$ cat src/rtl/seg_scan_decoder.sv
// Decodes a multiplexed, active-low 7-segment scan into a hex frame value with dp mask.
// Optional frame watchdog enabled by defining SEG_DECODER_TIMEOUT_EN.
`default_nettype none

module seg_scan_decoder #(
  parameter int p_digits        = 8,
  parameter int p_settle_cycles = 4,
  parameter int p_timeout       = 65535
) (
  input  logic        i_w_clk,
  input  logic        i_w_reset,
  input  logic [7:0]  i_w_an,
  input  logic [7:0]  i_w_7_led_seg,
  output logic [31:0] o_r_value,
  output logic [7:0]  o_r_dp_mask,
  output logic        o_r_valid,
  output logic        o_r_error,
  output logic        o_r_timeout
);

  localparam logic [8:0] DIGIT_TOP   = 9'd1 << p_digits;
  localparam logic [7:0] DIGIT_MASK  = 8'(DIGIT_TOP - 9'd1);
  localparam logic [7:0] SETTLE_LAST = 8'(p_settle_cycles - 1);
  localparam logic [7:0] SETTLE_MAX  = 8'(p_settle_cycles);

  typedef enum logic [1:0] {
    ST_IDLE,
    ST_COLLECT,
    ST_COMPLETE
  } state_t;

  state_t      state;
  logic [7:0]  an_q, seg_q, last_an, last_seg;
  logic [7:0]  settle_cnt;
  logic [7:0]  low_an, last_low_an;
  logic        one_low, stable, capture;
  logic [2:0]  cur_idx;
  logic [3:0]  dec_nib;
  logic        dec_ok;
  logic [7:0]  seen, ok_flags, seen_nx, ok_nx;
  logic        frame_full, all_ok, clear_frame, timeout_hit;
  logic [3:0]  shadow_nib [8];
  logic [7:0]  shadow_dp;
  logic [31:0] shadow_value;

  // Returns {ok, nibble}; patterns are active-low {g,f,e,d,c,b,a}.
  function automatic logic [4:0] decode_seg(input logic [6:0] s);
    case (s)
      7'h40:   return {1'b1, 4'h0};
      7'h79:   return {1'b1, 4'h1};
      7'h24:   return {1'b1, 4'h2};
      7'h30:   return {1'b1, 4'h3};
      7'h19:   return {1'b1, 4'h4};
      7'h12:   return {1'b1, 4'h5};
      7'h02:   return {1'b1, 4'h6};
      7'h78:   return {1'b1, 4'h7};
      7'h00:   return {1'b1, 4'h8};
      7'h10:   return {1'b1, 4'h9};
      7'h08:   return {1'b1, 4'hA};
      7'h03:   return {1'b1, 4'hB};
      7'h46:   return {1'b1, 4'hC};
      7'h21:   return {1'b1, 4'hD};
      7'h06:   return {1'b1, 4'hE};
      7'h0E:   return {1'b1, 4'hF};
      default: return {1'b0, 4'h0};
    endcase
  endfunction

  // NOTE: every always_comb output gets a default before any conditional update so no latch is inferred.
  always_comb begin
    low_an      = ~an_q & DIGIT_MASK;
    last_low_an = ~last_an & DIGIT_MASK;
    one_low     = (low_an != 8'd0) && ((low_an & (low_an - 8'd1)) == 8'd0);
    cur_idx     = 3'd0;
    for (int k = 0; k < 8; k++) begin
      if (low_an[k]) cur_idx = 3'(k);
    end
    stable  = one_low && (low_an == last_low_an) && (seg_q == last_seg);
    capture = stable && (settle_cnt == SETTLE_LAST);
    {dec_ok, dec_nib} = decode_seg(seg_q[6:0]);
  end

  // A capture landing in the COMPLETE (or timeout) clock starts the next frame.
  always_comb begin
    clear_frame = (state == ST_COMPLETE) || timeout_hit;
    seen_nx     = clear_frame ? 8'd0 : seen;
    ok_nx       = clear_frame ? 8'd0 : ok_flags;
    if (capture) begin
      seen_nx[cur_idx] = 1'b1;
      ok_nx[cur_idx]   = dec_ok;
    end
    frame_full   = ((seen_nx & DIGIT_MASK) == DIGIT_MASK);
    all_ok       = ((ok_flags | ~DIGIT_MASK) == 8'hFF);
    shadow_value = 32'd0;
    for (int k = 0; k < 8; k++) begin
      if (DIGIT_MASK[k]) shadow_value[4*k +: 4] = shadow_nib[k];
    end
  end

  // NOTE: sequential state uses non-blocking assignments so every register samples pre-edge values.
  always_ff @(posedge i_w_clk or posedge i_w_reset) begin
    if (i_w_reset) begin
      state       <= ST_IDLE;
      an_q        <= 8'hFF;
      seg_q       <= 8'hFF;
      last_an     <= 8'hFF;
      last_seg    <= 8'hFF;
      settle_cnt  <= 8'd0;
      seen        <= 8'd0;
      ok_flags    <= 8'd0;
      o_r_value   <= 32'd0;
      o_r_dp_mask <= 8'd0;
      o_r_valid   <= 1'b0;
      o_r_error   <= 1'b0;
    end else begin
      an_q     <= i_w_an;
      seg_q    <= i_w_7_led_seg;
      last_an  <= an_q;
      last_seg <= seg_q;

      if (!stable) settle_cnt <= 8'd0;
      else if (settle_cnt != SETTLE_MAX) settle_cnt <= settle_cnt + 8'd1;

      seen      <= seen_nx;
      ok_flags  <= ok_nx;
      o_r_valid <= 1'b0;
      o_r_error <= 1'b0;

      if (state == ST_COMPLETE) begin
        if (all_ok) begin
          o_r_value   <= shadow_value;
          o_r_dp_mask <= shadow_dp & DIGIT_MASK;
          o_r_valid   <= 1'b1;
        end else begin
          o_r_error <= 1'b1;
        end
      end

      if (capture) state <= frame_full ? ST_COMPLETE : ST_COLLECT;
      else if ((state == ST_COLLECT) && !timeout_hit) state <= ST_COLLECT;
      else state <= ST_IDLE;
    end
  end

  // NOTE: shadow digit storage is never read before being written within a frame, so it carries no reset.
  always_ff @(posedge i_w_clk) begin
    if (capture) begin
      shadow_nib[cur_idx] <= dec_nib;
      shadow_dp[cur_idx]  <= ~seg_q[7];
    end
  end

`ifdef SEG_DECODER_TIMEOUT_EN
  localparam int WD_W = (p_timeout < 2) ? 1 : $clog2(p_timeout + 1);
  localparam logic [WD_W-1:0] WD_LAST = WD_W'(p_timeout - 1);

  logic [WD_W-1:0] wd_cnt;

  assign timeout_hit = (state == ST_COLLECT) && (wd_cnt == WD_LAST);

  always_ff @(posedge i_w_clk or posedge i_w_reset) begin
    if (i_w_reset) begin
      wd_cnt      <= '0;
      o_r_timeout <= 1'b0;
    end else begin
      o_r_timeout <= timeout_hit;
      if ((state == ST_COLLECT) && !timeout_hit) wd_cnt <= wd_cnt + WD_W'(1);
      else wd_cnt <= '0;
    end
  end
`else
  assign timeout_hit = 1'b0;
  assign o_r_timeout = 1'b0;
`endif

endmodule

`default_nettype wire

$ cat config.mk
export PLATFORM = sky130hd
export DESIGN_NAME = seg_scan_decoder
export DESIGN_NICKNAME = d
export VERILOG_FILES = /design/src/rtl/seg_scan_decoder.sv
export SDC_FILE = /design/constraint.sdc
export NUM_CORES = 1
export LEC_CHECK = 0
export CAP_MARGIN = 15
export CORE_ASPECT_RATIO = 1.25
export CORE_MARGIN = 2
export CORE_UTILIZATION = 23
export DETAILED_ROUTE_END_ITERATION = 8
export SYNTH_ARGS = -nofsm -noshare
export SYNTH_HDL_FRONTEND = slang
export SYNTH_SLANG_ARGS = --single-unit
$ cat constraint.sdc
create_clock -name i_w_clk -period 9.11 [get_ports i_w_clk]
set_input_delay 1.822 -clock i_w_clk [delete_from_list [all_inputs] [get_ports i_w_clk]]
set_output_delay 1.822 -clock i_w_clk [all_outputs]
set_load 0.01 [all_outputs]
=== Yosys cells after proc, flatten, opt, wreduce, memory -nomap -nowiden ===
Memory sizes are Yosys's and may differ from the RTL's. A register that Yosys moved wholly into a read port is not among the register bits.
Cells that the tools add are included.
Widths: inputs -> output; s select.

* Register bits: 76
* RAM bits: 32
* Input bits: 18
* Output and inout port bits: 43
* Logic and storage cells: 82
* Memories: 1

{| class="wikitable"
|+ Memories
! memory !! depth !! bits a word !! read ports !! clocked after Yosys merged registers in !! wr ports !! line !! RTL
|-
| shadow_nib || 8 || 4 || 8 || 8 || 1 || 42 || <nowiki>logic [3:0] shadow_nib [8];</nowiki>
|}

* Add/subtract/negate cells: 2
* Order comparisons: 2
* Eq/ne operators: 24
* Multiplexer cells: 27
* Bitwise logic cells: 5
* Reductions and logical operators: 9

{| class="wikitable"
|+ Operators by type and width
! kind !! number
|-
| $pmux 5 s16 || 1
|-
| $mux 8 || 6
|-
| $eq 7x7->1 const B || 4
|-
| $eq 7x5->1 const B || 3
|-
| $eq 7x6->1 const B || 3
|-
| $bwmux 8 || 2
|-
| $eq 8x8->1 || 2
|-
| $eq 8x8->1 const B || 2
|-
| $not 8->8 || 2
|-
| $eq 7x2->1 const B || 2
|-
| $eq 7x4->1 const B || 2
|-
| $mux 3 || 4
|-
| $mux 1 || 9
|-
| $add 8x1->8 const B || 1
|-
| $and 8x8->8 || 1
|-
| $eq 8x2->1 const B || 1
|-
| $logic_not 8->1 || 1
|-
| $mux 2 || 4
|-
| $ne 8x3->1 const B || 1
|-
| $or 8x8->8 || 1
|-
| $reduce_bool 8->1 || 1
|-
| $sub 8x1->8 const B || 1
|-
| $eq 7x3->1 const B || 1
|-
| $logic_not 7->1 || 1
|-
| 9 further kinds || 13
|}

=== Depth between registers and ports, before layout ===
Gate-level depths: netlist of run 1.

* Depth after elaboration: 17
* Gate-level depth with buffers: 7
* Gate-level depth less buffers: 6

=== Worst setup path after synthesis of run 1 ===
Ideal clock, no wire load.

* Kind: register to output
* Start: reg o_r_dp_mask[0]
* End: out o_r_dp_mask[0]
* Arrival time: 383 ps
* Required time: 7288 ps
* Path slack: 6905 ps
* Cell stages (with the launch flop): 1
* Buffers on the path: 0
* Cells stage by stage: dfrtp_1

{| class="wikitable"
|+ RTL lines
! element !! line !! RTL
|-
| from (decl) || 15 || <nowiki>output logic [7:0] o_r_dp_mask,</nowiki>
|-
| from (signal assigned) || 132 || <nowiki>o_r_dp_mask <= shadow_dp & DIGIT_MASK;</nowiki>
|}

No word-level cell between the ends.

=== Worst setup path after layout of run 1 ===
* Start: reg o_r_dp_mask[5]
* End: out o_r_dp_mask[5]

No word-level cell between the ends.

==> metrics.txt, run 1 <==
status=finished clean; number of synthesized register bits=140; post-DR vias/cell=4.10; most common cell after layout, fill and taps aside=dfrtp_1; GPL Wtd Cong=roughly 0.76; largest net degree at the start of global routing=66; Routed Antenna Nets=0; LEAKAGE=approximately 2.9 nW; CTS resizes=0; routed wire length=11.1 mm; Synth Warn #=0; GRT Total Usage=0.0945; Post-synth EDFFs=40; VDD IR max=0.0858 mV; IO Pins=61; DIE WIDTH=approximately 140 µm; Max stage delay on crit path=0.55 ns; f_max=318 MHz; Rel. slew slack=0.464; H-Tree Depth=4; CTS sink cnt=140; Mapped Area=between 5000 and 6000 µm²; number of distinct library cells after synthesis=60; Hold WC Path Type=reg2reg; CTS tree=built; Placeable Area=approximately 24000 µm²; first-pass GRT wire length=18.4 mm; port bufs=around 60; total congestion overflow=0; slowest CP cell=clkdlybuf4s50_1; final setup fails=0; Buf/Inv on CP=1; Vias=3276; Hold Buf Count CTS=0; CTS Buf Count=17; ratio of cells with drive above 1 in the final layout=0.236; Sequential Area=3740 µm²; Clock transition at path regs=0.06 ns; CP Launch Type=register; Layout Area Growth over Synthesis=27.0%; hpwl dp=7.65 mm; Final #Nets=about 480; Layout Utilization=0.298; vias in the first global route=3457; syn_nets=418; antenna violations before repair=0; Arr. time, crit path=1.32 ns; worst-case clock skew=0.00949 ns; critical path class=reg2out; cell area power density=197 nW/µm²; commonest non-fill, non-tap cells in the layout=dfrtp_1, clkdlybuf4s50_1, edfxtp_1; Required @ worst endpoint=7.29 ns; crit path cell chain=clkdlybuf4s50_1; DRT iter0 DRCs=198; Main synth FF type=dfrtp_1; period utilization=0.345; drt wl/cell=13.9 µm; Initial Util=0.234; cell family with most CP delay=buffers and inverters; ys async rst share=0.714; RSZ-0062 raised after global routing=false; die area=around 26000 µm²; Slew Viols, Final=0; Die H=178 µm; Fill cells=2367; final hold viol count=0; sequential area share after synthesis=0.671; Clk Latency, worst-skew pair=approximately 0.41 ns; synthesized instance count=approximately 400; multi-input gate area in the final layout=roughly 1700 µm²; setup bufs post-CTS=0; Worst Path Max Fanout=2; detailed-route DRC error count=0; CTS root buf=clkbuf_16; Row Count=63; drt pass-1 iters=5; syn_area_per_cell=14.0 µm²; Fin Setup TNS=0 ns; CTS Buffer Depth=2; type of element capturing the critical path=output port; Worst Tran Pin Value=0.804 ns; max cap viols=0; fin crit period=3.14 ns; ANT cells=0
[cells by family after synthesis]
group / synth area share
buffers and inverters: 0.0332
DFF: 0.671
adders and majority gates: 0.00448
AOI/OAI and AO/OA: 0.0401
xor gates and xnor gates: 0.0325
other: 0.000672
and+or+nand+nor: 0.120
muxes: 0.0978
[through the flow]
| step | hold WS, ns | power (W) | setup WS (ns) | cell area [µm²] | instances |
|---|---|---|---|---|---|
| after global routing | 0.398 | 0.00145 | 5.83 | 7090 | 800 |
| final | 0.392 | 0.00140 | 5.97 | 7090 | 800 |
| after floorplan | 0.352 | 0.000706 | 4.72 | 5580 | 398 |
| after CTS | 0.399 | 0.00141 | 5.93 | 7090 | 800 |
| after detailed placement | 0.377 | 0.000724 | 5.55 | 6500 | 768 |
| after global placement | 0.380 | 0.000722 | 5.64 | 6500 | 768 |
[metal layers]
layer | global-route usage | share of wire
met5 | 0 | 0
met4 | 0.0355 | 0.016
met3 | 0.0314 | 0.042
met2 | 0.157 | 0.51
met1 | 0.114 | 0.44
[flip-flops by register name (all words and copies together), names as in the netlist]
name         count
last_an          8
o_r_dp_mask      8
ok_flags         8
an_q             8
seen             8
o_r_valid        1
shadow_nib      32
last_seg         8
state            2
shadow_dp        8
o_r_value       32
o_r_error        1
settle_cnt       8
seg_q            8
[final cells by class]
| class | count | share of cell area |
|---|---|---|
| flip-flops and latches | 140 | 0.528 |
| multi-input cells | 220 | 0.234 |
| repair buffers | 63 | 0.0876 |
| clock buffers | 21 | 0.0621 |
| well taps | 325 | 0.0574 |
| clock inverters | 11 | 0.0203 |
| inverters | 20 | 0.0108 |
[report_power, final]
part            total, W  switching (W)  internal [W]
combinational  0.0000396      0.0000222     0.0000174
clock           0.000686       0.000256      0.000430
sequential      0.000672      0.0000119      0.000660
[synth_stat cells (3+ instances only)]
library cell	instances	area, µm²
a21oi_1	7	35.0
and3_1	3	18.8
buf_2	10	50.1
buf_6	3	33.8
dfrtp_1	68	1700
dfstp_2	32	841
edfxtp_1	40	1200
inv_1	20	75.1
mux2_2	38	428
mux2i_1	8	80.1
nand2_1	32	120
nand2b_1	5	31.3
nand3_1	8	40.0
nand4_1	13	81.3
nor2_1	20	75.1
nor3_1	5	25.0
nor3b_1	4	30.0
nor4_1	3	18.8
o21ai_0	6	30.0
xnor2_1	8	70.1
xor2_1	9	78.8
[final timing paths]
path,endpoint,startpoint,cells after the start,slack [ns]
min in group asynchronous,o_r_value[23]$_DFFE_PP0P_,i_w_reset,2,1.81
setup reg to reg,shadow_dp[4]$_DFFE_PP_,seg_q[3]$_DFF_PP1_,5,6.57
setup / recovery,o_r_dp_mask[5],o_r_dp_mask[5]$_DFFE_PP0P_,1,5.97
max in group asynchronous,o_r_value[30]$_DFFE_PP0P_,i_w_reset,3,6.08
hold / removal,last_seg[7]$_DFF_PP1_,seg_q[7]$_DFF_PP1_,0,0.39
hold reg to reg,last_seg[7]$_DFF_PP1_,seg_q[7]$_DFF_PP1_,0,0.39
Power figures use the tool's default switching activity.
==> inputs of run 2 (changes only) <==
- clock period: 9.11 -> 3.2 ns (I/O delays scaled with it)
==> run 2 against run 1 <==
Against the previous run: via count grew 0.61%; sequential power rose to 2.8 times the previous value; routed wire length rose by 2.8%; critical path depth up 4; core utilization barely moved; non-clock buffer count up 1; register-to-register slack worse by 5.9 ns; worst setup slack worse by 5.3 ns; combinational power increased to 3.0 times the previous value; sequential share of layout area down 0.074 points; clock skew shrank 0.00092 ns; first-iteration DRC count decreased by 6.1%; largest cell class unchanged; largest power group is now registers; highest routed layer unchanged.
==> metrics.txt, run 2 (synthesis gave the netlist of run 1 again) <==
ratio of cells with drive above 1 in the final layout=0.246 (was 0.236); Initial Util=0.234 (unchanged); Clk Latency, worst-skew pair=0.42 ns (was 0.41 ns); cell area power density=546 nW/µm² (was 197 nW/µm²); Max stage delay on crit path=0.70 ns (was 0.55 ns); slowest CP cell=dfstp_2 (was clkdlybuf4s50_1); DRT iter0 DRCs=186 (was 198); Critical Path Start=seg_q[3]$_DFF_PP1_ (was o_r_dp_mask[5]$_DFFE_PP0P_); final setup fails=0 (unchanged); antenna violations before repair=0 (unchanged); largest net degree at the start of global routing=42 (was 66); Layout Area Growth over Synthesis=27.2% (was 27.0%); period utilization=0.780; post-DR vias/cell=4.11 (was 4.10); placed cell areas=6540 µm² (was 6500 µm²); total power=0.00387 W (was 0.00140 W); crit path cell chain=xnor2_1 -> nand4_1 -> nor4_4 -> nand4_1 -> inv_1 (was clkdlybuf4s50_1); CTS Buffer Depth=2 (unchanged); total congestion overflow=0 (unchanged); CTS sink cnt=140 (unchanged); IO Pins=61 (unchanged); Hold Buf Count CTS=0 (unchanged); max cap viols=0 (unchanged); DIE WIDTH=143 µm (unchanged); Vias=3296 (was 3276); CTS root buf=clkbuf_16 (unchanged); LEAKAGE=2.93 nW (was 2.92 nW); GPL Wtd Cong=0.822 (was 0.760); Final #Nets=483 (was 482); most common cell after layout, fill and taps aside=dfrtp_1 (unchanged); Worst Tran Pin Value=0.823 ns (was 0.804 ns); die area=25500 µm² (unchanged); Placeable Area=23800 µm² (unchanged); Arr. time, crit path=2.60 ns (was 1.32 ns); Required @ worst endpoint=3.31 ns (was 7.29 ns); Fill cells=2404 (was 2367); CP Launch Type=register (unchanged); RSZ-0062 raised after global routing=false (unchanged); Slew Viols, Final=0 (unchanged); H-Tree Depth=4 (unchanged); detailed-route DRC error count=0 (unchanged); CTS Buf Count=17 (unchanged); Clock transition at path regs=0.06 ns (about the same); Die H=178 µm (unchanged); drt pass-1 iters=4 (was 5); VDD IR max=0.366 mV (was 0.0858 mV); Fin Setup TNS=0 ns (unchanged); Inst Count DP=769 (was 768); Final Non-Filler Cells=801 (was 800); FF-to-FF path depth=5 (unchanged); Row Count=63 (unchanged); RR Startpoint=seg_q[3]$_DFF_PP1_ (unchanged); Hold Slack=0.384 ns (was 0.392 ns); registers with the most flip-flops=o_r_value x32, shadow_nib x32 (unchanged); hpwl dp=8.04 mm (was 7.65 mm); Routed Antenna Nets=0 (unchanged); commonest non-fill, non-tap cells in the layout=dfrtp_1, clkdlybuf4s50_1, edfxtp_1 (unchanged); multi-input gate area in the final layout=1660 µm² (unchanged); Sequential Area=3740 µm² (unchanged); drt wl/cell=14.3 µm (was 13.9 µm); type of element capturing the critical path=register (was output port); Hold WC Path Type=reg2reg (unchanged); GRT Total Usage=0.0961 (was 0.0945); Critical R2R Capture=shadow_nib[3][2]$_DFFE_PP_ (was shadow_dp[4]$_DFFE_PP_); vias in the first global route=3511 (was 3457); Worst Path Max Fanout=17 (was 2); ANT cells=0 (unchanged); setup bufs post-CTS=0 (unchanged); first-pass GRT wire length=18.7 mm (was 18.4 mm); fin crit period=2.50 ns; routed wire length=11.4 mm (was 11.1 mm); fin area=7100 µm² (was 7090 µm²); port bufs=59 (unchanged); final hold viol count=0 (unchanged); status=finished clean (unchanged); critical path class=reg2reg (was reg2out); worst-case clock skew=0.00857 ns (was 0.00949 ns); CTS tree=built (unchanged); Crit path top cell by count=nand4_1; f_max=401 MHz; Worst Setup EP=shadow_nib[3][2]$_DFFE_PP_ (was o_r_dp_mask[5]); Rel. slew slack=0.450 (was 0.464); Reg2Reg Setup Slack=0.70 ns (was 6.57 ns); CTS resizes=0 (unchanged)
-- run 2: cell count changes in the layout (fill, tap and decap cells not counted) --
cell,change
clkbuf_1,-4
buf_12,+2
bufinv_16,-2
clkinv_4,+2
buf_4,-1
clkbuf_8,+1
clkinv_2,+1
clkinvlp_4,+1
inv_6,+1
-- run 2: metrics by stage --
stage / setup slack [ns] / util
after floorplan: 1.16 / -
after CTS: 0.716 / 0.298
after global routing: 0.534 / 0.298
after detailed placement: 0.731 / 0.275
after global placement: 0.810 / 0.275
final: 0.704 / 0.298
-- run 2: final cells by class --
cell class                      count  share of cell area
Clock inverter                     14              0.0169
Multi-Input combinational cell    220               0.233
Sequential cell                   140               0.527
Clock buffer                       18              0.0619
Tap cell                          325              0.0573
Timing Repair Buffer               64              0.0920
Inverter                           20              0.0111
-- run 2: worst min-delay path by stage --
stage	start	endpoint	slack, ns	cells past startpoint
CTS	seg_q[7]$_DFF_PP1_	last_seg[7]$_DFF_PP1_	0.39	0
finish	seg_q[7]$_DFF_PP1_	last_seg[7]$_DFF_PP1_	0.38	0
global route	seg_q[7]$_DFF_PP1_	last_seg[7]$_DFF_PP1_	0.39	0
global placement	seg_q[7]$_DFF_PP1_	last_seg[7]$_DFF_PP1_	0.37	0
detailed placement	seg_q[7]$_DFF_PP1_	last_seg[7]$_DFF_PP1_	0.38	0
floorplan	seg_q[5]$_DFF_PP1_	last_seg[5]$_DFF_PP1_	0.35	0
-- run 2: power by group --
| group | switching [W] | internal, W |
|---|---|---|
| Clock | 0.000756 | 0.00109 |
| Sequential | 0.0000340 | 0.00188 |
| Combinational | 0.0000656 | 0.0000538 |
-- run 2: per-layer routing --
metal  global-route usage  vias to the layer above  wire length [µm]
met3               0.0325                       22               564
met4               0.0425                        0               285
met5                    0                        -                 0
li1                     -                     1544                 -
met1                0.114                     1645              5100
met2                0.157                       85              5480
-- run 2: critical path, delay by kind of cell, from the launching register on --
family / cells / cell delay (ns)
and+or+nand+nor: 3 / 1.09
DFF: 1 / 0.70
buffers and inverters: 1 / 0.24
xor gates and xnor gates: 1 / 0.15
